--- src/rtl/mem_op_seq.sv ---
// rtl/mem_op_seq.sv - memory operation sequencer: one burst command per transfer, one outstanding
module mem_op_seq #(
  parameter int ADDR_W    = 32,
  parameter int BURST_W   = 20,
  parameter int ADDR_STEP = 64
) (
  input  logic               clk_i,
  input  logic               resetn_i,
  input  logic               mem_init_i,
  input  logic               mem_test_i,
  input  logic               fifo_write_mem_i,
  input  logic               fifo_read_mem_i,
  input  logic               abort_i,
  input  logic [ADDR_W-1:0]  start_addr_i,
  input  logic [BURST_W-1:0] burst_cnt_i,
  output logic               cmd_valid_o,
  input  logic               cmd_ready_i,
  output logic [ADDR_W-1:0]  cmd_addr_o,
  output logic [1:0]         cmd_op_o,
  input  logic               resp_valid_i,
  input  logic               cmp_err_i,
  output logic               busy_o,
  output logic               done_o,
  output logic               aborted_o,
  output logic [15:0]        err_cnt_o,
  output logic [BURST_W-1:0] bursts_done_o
);

  typedef enum logic [1:0] {IDLE, ISSUE, WAIT_RESP} state_t;

  state_t             state, state_nxt;
  logic [BURST_W-1:0] cnt;
  logic               abort_pend;
  logic               start_any;
  logic [1:0]         start_op;
  logic               resp_hit;
  logic               abort_eff;
  logic               last_resp;

  assign start_any = mem_init_i | mem_test_i | fifo_write_mem_i | fifo_read_mem_i;

  always_comb begin
    start_op = 2'b11;
    if (mem_init_i)            start_op = 2'b00;
    else if (mem_test_i)       start_op = 2'b01;
    else if (fifo_write_mem_i) start_op = 2'b10;
  end

  // An abort arriving in the same cycle as a response still ends the job there.
  assign abort_eff = abort_pend | abort_i;
  assign resp_hit  = (state == WAIT_RESP) && resp_valid_i;
  assign last_resp = resp_hit && (((bursts_done_o + BURST_W'(1)) == cnt) || abort_eff);

  assign busy_o      = (state != IDLE);
  assign cmd_valid_o = (state == ISSUE);

  always_ff @(posedge clk_i or negedge resetn_i) begin
    if (!resetn_i) state <= IDLE;
    else           state <= state_nxt;
  end

  always_comb begin
    state_nxt = state;
    case (state)
      IDLE:      if (start_any && (burst_cnt_i != '0)) state_nxt = ISSUE;
      ISSUE:     if (cmd_ready_i) state_nxt = WAIT_RESP;
      WAIT_RESP: if (resp_valid_i) state_nxt = last_resp ? IDLE : ISSUE;
      default:   state_nxt = IDLE;
    endcase
  end

  always_ff @(posedge clk_i or negedge resetn_i) begin
    if (!resetn_i) begin
      cmd_addr_o    <= '0;
      cmd_op_o      <= 2'b00;
      cnt           <= '0;
      done_o        <= 1'b0;
      aborted_o     <= 1'b0;
      err_cnt_o     <= 16'd0;
      bursts_done_o <= '0;
      abort_pend    <= 1'b0;
    end else if ((state == IDLE) && start_any) begin
      cmd_addr_o    <= start_addr_i;
      cmd_op_o      <= start_op;
      cnt           <= burst_cnt_i;
      done_o        <= (burst_cnt_i == '0);
      aborted_o     <= 1'b0;
      err_cnt_o     <= 16'd0;
      bursts_done_o <= '0;
      abort_pend    <= 1'b0;
    end else begin
      if (busy_o && abort_i) abort_pend <= 1'b1;
      if (busy_o && (cmd_op_o == 2'b01) && cmp_err_i && (err_cnt_o != 16'hFFFF))
        err_cnt_o <= err_cnt_o + 16'd1;
      if (resp_hit) begin
        bursts_done_o <= bursts_done_o + BURST_W'(1);
        if (last_resp) begin
          done_o    <= 1'b1;
          aborted_o <= abort_eff;
        end else begin
          cmd_addr_o <= cmd_addr_o + ADDR_W'(ADDR_STEP);
        end
      end
    end
  end

endmodule
--- config.mk ---
export PLATFORM = sky130hd
export DESIGN_NAME = mem_op_seq
export DESIGN_NICKNAME = d
export VERILOG_FILES = /design/src/rtl/mem_op_seq.sv
export SDC_FILE = /design/constraint.sdc
export NUM_CORES = 1
export LEC_CHECK = 0
export CORE_MARGIN = 2
export CORE_UTILIZATION = 30
export CTS_CLUSTER_SIZE = 30
export DETAILED_ROUTE_END_ITERATION = 10
export HOLD_SLACK_MARGIN = 0.06
export PLACE_DENSITY = 0.54
export RECOVER_POWER = 25
export SETUP_SLACK_MARGIN = 0.15
export SLEW_MARGIN = 5
export SYNTH_ARGS = -nofsm -noshare
export SYNTH_HDL_FRONTEND = slang
export SYNTH_SLANG_ARGS = --single-unit
--- constraint.sdc ---
create_clock -name clk_i -period 3.3 [get_ports clk_i]
set_clock_uncertainty 0.1 [all_clocks]
set_input_delay 0.495 -clock clk_i [delete_from_list [all_inputs] [get_ports clk_i]]
set_output_delay 0.495 -clock clk_i [all_outputs]
set_load 0.01 [all_outputs]
==> results.json <==
{
  "status": "finished with violations",
  "yosysTopAreaCell": "dfrtp_1",
  "synth-seq-cells": 95,
  "period_share": 0.873,
  "ant_nets": 0,
  "netlist.area_leader.share": 0.427,
  "crit_slowest_cell": "dfrtp_1",
  "place_congestion": 0.829,
  "die_w_um": 140,
  "p_per_area_nw_per_um2": 750,
  "h-tree-depth": 3,
  "drive_gt1_frac": 0.0793,
  "antenna_found_initial": 1,
  "cts_root_buf": "clkbuf_16",
  "hpwl_um": 12600,
  "synth-edff-count": 0,
  "end_kind": "register",
  "yosysWarnings": 0,
  "clk_latency_ns": 0.35,
  "grt_pass1_wl_um": 27700,
  "ir_drop_mv": 0.268,
  "final_net_count": 868,
  "ios": 136,
  "clkSinkCount": 95,
  "die_y_um": 140,
  "port_buffers": 135,
  "std_cell_rows": 49,
  "place_area_um2": 7200,
  "synthCells": 670,
  "grt_usage": 0.174,
  "grt_max_degree": 65,
  "clockBufferDepth": 2,
  "crit_path_max_incr_delay_ns": 0.48,
  "hold_violations": 0,
  "required_ns": 3.43,
  "grt_pass1_vias": 5312,
  "path_buf_inv": 2,
  "cts_tree": "built",
  "setup_ws_ns": 0.420,
  "crit_path_frequent_cell": "a21oi_1",
  "fmax_mhz": 347,
  "finalSetupTns_ns": 0,
  "fin_crit_ns": 2.88,
  "crit_start": "bursts_done_o[0]$_DFFE_PN0P_",
  "hold_path_class": "in2async",
  "cp_max_fo": 17,
  "wl_um": 17400,
  "start_util": 0.308,
  "synthFlopType": "dfrtp_1",
  "crit_arrival_ns": 3.01,
  "slew_headroom": 0.105,
  "num_vias": 5522,
  "cts_buffers": 9,
  "detail_route.iter0.violations": 341,
  "dieArea_um2": 19600,
  "wire_per_inst_um": 16.8,
  "grt-ovfl-total": 0,
  "p_total_mw": 5.68,
  "rsz0062_at_grt": "no",
  "final_util": 0.419,
  "violations": "design-rule violations",
  "startpoint_type": "register",
  "holdBufCountCts": 0,
  "drv_cap": 0,
  "netlist_area_um2": 5560,
  "avgSynthCellArea_um2": 8.30,
  "syn_nets": 735,
  "crit_family": "compound AO/OA/AOI/OAI gates",
  "ys_top_cells_by_area": "dfrtp_1 (43%), nand2_1 (10%), o21ai_0 (5.0%)",
  "vias_per_cell": 5.32,
  "ys_seq_area_frac": 0.427,
  "pre_cts_ws_ns": 0.177,
  "stdcell_area_um2": 7570,
  "drc": 8,
  "yosys-top-cells-count": "nand2_1 (149), dfrtp_1 (95), o21ai_0 (56)",
  "worstMarginPinSlew_ns": 1.34,
  "async_flop_share": 1.00,
  "area_delta_synth_final_pct": 36.2,
  "clkTransAtPathRegs_ns": 0.07,
  "coreArea_um2": 18100,
  "synthDistinctLibCells": 65,
  "maxSlewViolCount": 0,
  "yosysMostFrequentCell": "nand2_1",
  "p_leak_nw": 3.14,
  "rr_startpoint": "bursts_done_o[0]$_DFFE_PN0P_",
  "first_pass_iters": 10,
  "crit_chain": "ha_1 > buf_4 > and4_1 > a21oi_1 > a2111oi_4 > o21a_1 > and4_4 > nand4_4 > buf_6 > a31oi_1 > a21oi_1",
  "setup_viol": 0,
  "path_class": "reg2reg"
}
==> through the flow <==
stage                     hold WS [ns]  cells
after floorplan                 0.0994    670
after global placement           0.358   1016
after detailed placement         0.369   1016
after CTS                       0.0891   1031
after global routing             0.394   1037
final                            0.294   1037
==> placed cells by master (no fill, tap or decap), types with 3 or more instances in the layout <==
cell type / instances
a21oi_1: 43
a31o_2: 4
a31oi_1: 9
and2_1: 5
and3_1: 17
and4_1: 6
buf_4: 22
bufinv_16: 3
clkbuf_16: 9
clkdlybuf4s50_1: 133
dfrtp_1: 93
ha_1: 3
inv_1: 10
nand2_1: 149
nand2b_1: 3
nand3_1: 29
nand4_1: 18
nor2_1: 46
nor3_1: 9
nor4_1: 10
o21ai_0: 56
o22ai_1: 10
o31ai_1: 6
o41ai_1: 3
or3_1: 8
xnor2_1: 18
xor2_1: 23
==> worst register-to-register path, stage by stage, from the launching register on <==
cell,delay (ns)
dfrtp_1,0.48
ha_1,0.24
buf_4,0.16
and4_1,0.22
a21oi_1,0.11
a2111oi_4,0.35
o21a_1,0.18
and4_4,0.23
nand4_4,0.21
buf_6,0.25
a31oi_1,0.18
a21oi_1,0.06
==> repair_timing <==
item,4_1_cts,5_1_grt
gates resized for setup,0,4
setup endpoints to repair,0,25
hold endpoints to repair,0,0
setup buffers,0,4
==> power by group <==
part | internal [mW] | leakage [nW] | switching, mW | total [mW]
combinational | 1.13 | 1.79 | 1.42 | 2.55
clock | 0.735 | 0.158 | 0.461 | 1.20
sequential | 1.53 | 1.20 | 0.400 | 1.93
total | 3.39 | 3.14 | 2.28 | 5.68
==> cell families after synthesis <==
logic type,share of synthesized area
buffers and inverters,0.0400
and+or+nand+nor,0.279
xor gates and xnor gates,0.0646
DFF,0.427
adders and majority gates,0.00675
muxes,0.00180
AOI/OAI and AO/OA,0.181
==> final timing paths <==
check | end | slack (ns) | cells after the start
worst max-delay path | cmd_addr_o[17]$_DFFE_PN0P_ | 0.42 | 11
worst min-delay path | cmd_addr_o[0]$_DFFE_PN0P_ | 0.29 | 1
worst max register to register | cmd_addr_o[17]$_DFFE_PN0P_ | 0.42 | 11
worst min register to register | cmd_addr_o[1]$_DFFE_PN0P_ | 0.38 | 2
max in group asynchronous | bursts_done_o[3]$_DFFE_PN0P_ | 0.86 | 2
min in group clk_i | cmd_addr_o[1]$_DFFE_PN0P_ | 0.38 | 2
==> state kept, by name (all words and copies together), names as in the netlist <==
signal,flops
abort_pend,1
aborted_o,1
bursts_done_o,20
cmd_addr_o,32
cmd_op_o,2
cnt,20
done_o,1
err_cnt_o,16
state,2
==> routing by layer <==
metal	track usage	wire length [um]	vias to the layer above
met5	0	0	-
met2	0.288	8420	156
li1	-	-	2636
met3	0.0263	740	22
met1	0.232	7940	2708
met4	0.0627	347	0
==> area by class of cell <==
cell class	count	area, um^2
Antenna cell	1	2.50
Clock inverter	6	110
Multi-Input combinational cell	527	2980
Inverter	10	37.5
Sequential cell	95	2380
Fill cell	1768	10500
Timing Repair Buffer	160	1550
Clock buffer	9	225
Tap cell	229	287
Power figures use the tool's default switching activity.
==> variant: new RTL, same flow settings <==
Set the parameter `BURST_W` to 24 (it was 20).
--- a/src/rtl/mem_op_seq.sv
+++ b/src/rtl/mem_op_seq.sv
@@ -3,3 +3,3 @@
   parameter int ADDR_W    = 32,
-  parameter int BURST_W   = 20,
+  parameter int BURST_W   = 24,
   parameter int ADDR_STEP = 64
Interface: changed (resized burst_cnt_i and bursts_done_o); port bits go from 136 to 144. No check against the original RTL was run, so the function may have changed too.
==> variant against the original RTL <==
  * Sequential cell count increased by 8
  * Critical path depth shrank 1
  * Worst setup slack worse by 0.19 ns
  * Count of clock-buffer cells in the layout up 2
  * Power rose by 7.1%
  * Global-route usage grew 0.064 points
  * Synthesized area increased by 10%
  * Routed wire length is 8.6% higher
  * Cell area increased by 12%
  * Final cell count grew 12%
  * Critical path type unchanged
==> variant: results (changes against the original RTL) <==
| Metric | Value |
|---|---|
| Met1 Wirelength | `9370 um (+18%)` |
| Max transition margin | `0.159 (+0.0540)` |
| Via count | `5846 (+5.9%)` |
| GPL Wtd Cong | `0.818 (-1.4%)` |
| Clk buf depth | `2 (unchanged)` |
| Top FF cell, synth | `dfrtp_1` |
| Seq/Total Area, Yosys | `0.420 (-0.00695)` |
| Met3 wire len | `925 um (+25%)` |
| Total placed instance area | `8080 um^2 (+12%)` |
| Synth Area per Inst | `8.42 um^2 (+1.4%)` |
| Largest net degree at the start of global routing | `60 (-7.7%)` |
| Metal2 WL | `8460 um (+0.45%)` |
| Slowest CP cell | `or4_4` |
| Vias in the first global route | `5609 (+5.6%)` |
| Placed insts | `1139 (+12%)` |
| Pwr Total | `6.08 mW (+7.1%)` |
| Arrival time at the worst endpoint | `3.22 ns (+0.21 ns)` |
| Max FO, Critical Path | `7 (-10)` |
| Routed wire length | `19000 um (+8.6%)` |
| Uppermost layer routed | `met4` |
| Area share of the largest cell type after synthesis | `0.420 (-0.00695)` |
| Drt first pass iters | `5 (-5)` |
| Comb pwr | `2.77 mW (+8.6%)` |
| Largest cells by area after synthesis | `dfrtp_1, nand2_1, nor2_1` |
| Root Driver | `clkbuf_16` |
| Leakage | `3.49 nW (+11%)` |
| Family with the most delay on the worst path | `simple AND/OR/NAND/NOR gates` |
| Netlist cell types | `66 (+1.5%)` |
| Total GRT Usage | `0.175 (+0.000643)` |
| Status | `complete, no violations` |
| Largest stage delay on the critical path | `0.53 ns (+0.05 ns)` |
| HPWL Detailed | `13600 um (+7.9%)` |
| F_max | `0.325 GHz (-6.3%)` |
| # Post-CTS Setup Buffers | `1 (+1)` |
| Mapped Nets | `797 (+8.4%)` |
| Iteration-0 DRC Markers | `304 (-11%)` |
| GRT met3 Usage | `0.0379 (+0.0116)` |
| Final #Nets | `953 (+9.8%)` |
| Top cells by count, synth | `nand2_1, dfrtp_1, nor2_1` |
| Hold_ws | `0.294 ns (-0.000670 ns)` |
| Share of layout cells above drive strength 1 | `0.110 (+0.0309)` |
| N_diodes | `0 (-1)` |
| Port-buffer cells | `143 (+5.9%)` |
| Largest registers | `cmd_addr_o (32), bursts_done_o (24), cnt (24)` |
| First-pass GRT wire length | `30100 um (+8.6%)` |
| Post-cts resize count | `1 (+1)` |
| Clock insertion delay at the later pin of the skew report | `0.36 ns` |
| Post-synth ARST share | `1.00 (unchanged)` |
| DP Worst Slack | `0.0596 ns (-0.117 ns)` |
| Peak supply drop | `0.324 mV (+21%)` |
| Met2 Use GR | `0.275 (-0.0133)` |
| Antenna violations before repair | `0 (-1)` |
| Critical R2R Capture | `aborted_o` |
| Clock buffer count from CTS | `9 (unchanged)` |
| Wire per inst | `16.4 um (-2.8%)` |
| R2R cell count | `10 (-1)` |
| Power Internal | `3.66 mW (+7.7%)` |
| GR Layer Usage met1 | `0.247 (+0.0145)` |
| R2r setup slk | `0.23 ns (-0.19 ns)` |
-- variant: cell types whose count changed in the layout (fill, tap and decap cells not counted), sizes merged, moves of 15 or more --
cell,delta
a21oi,-28
buf,+21
nand3,+16
nor2,+17
o21ai,-23
o31ai,+15
-- variant: cells by family (layout without fill, tap and decap cells) --
kind of cell / after synthesis / count (layout) / share of synthesized area
and+or+nand+nor: 392 / 392 / 0.321
AOI/OAI and AO/OA: 125 / 125 / 0.137
DFF: 103 / 103 / 0.420
buffers and inverters: 51 / 212 / 0.0343
xor gates and xnor gates: 43 / 43 / 0.0614
muxes: 11 / 11 / 0.0188
adders and majority gates: 3 / 3 / 0.00612
-- variant: layout make-up --
| class | count | area [um^2] |
|---|---|---|
| Clock buffer | 11 | 253 |
| Clock inverter | 5 | 78.8 |
| Fill cell | 2061 | 11700 |
| Inverter | 8 | 30.0 |
| Multi-Input combinational cell | 574 | 3420 |
| Sequential cell | 103 | 2580 |
| Tap cell | 270 | 338 |
| Timing Repair Buffer | 188 | 1800 |
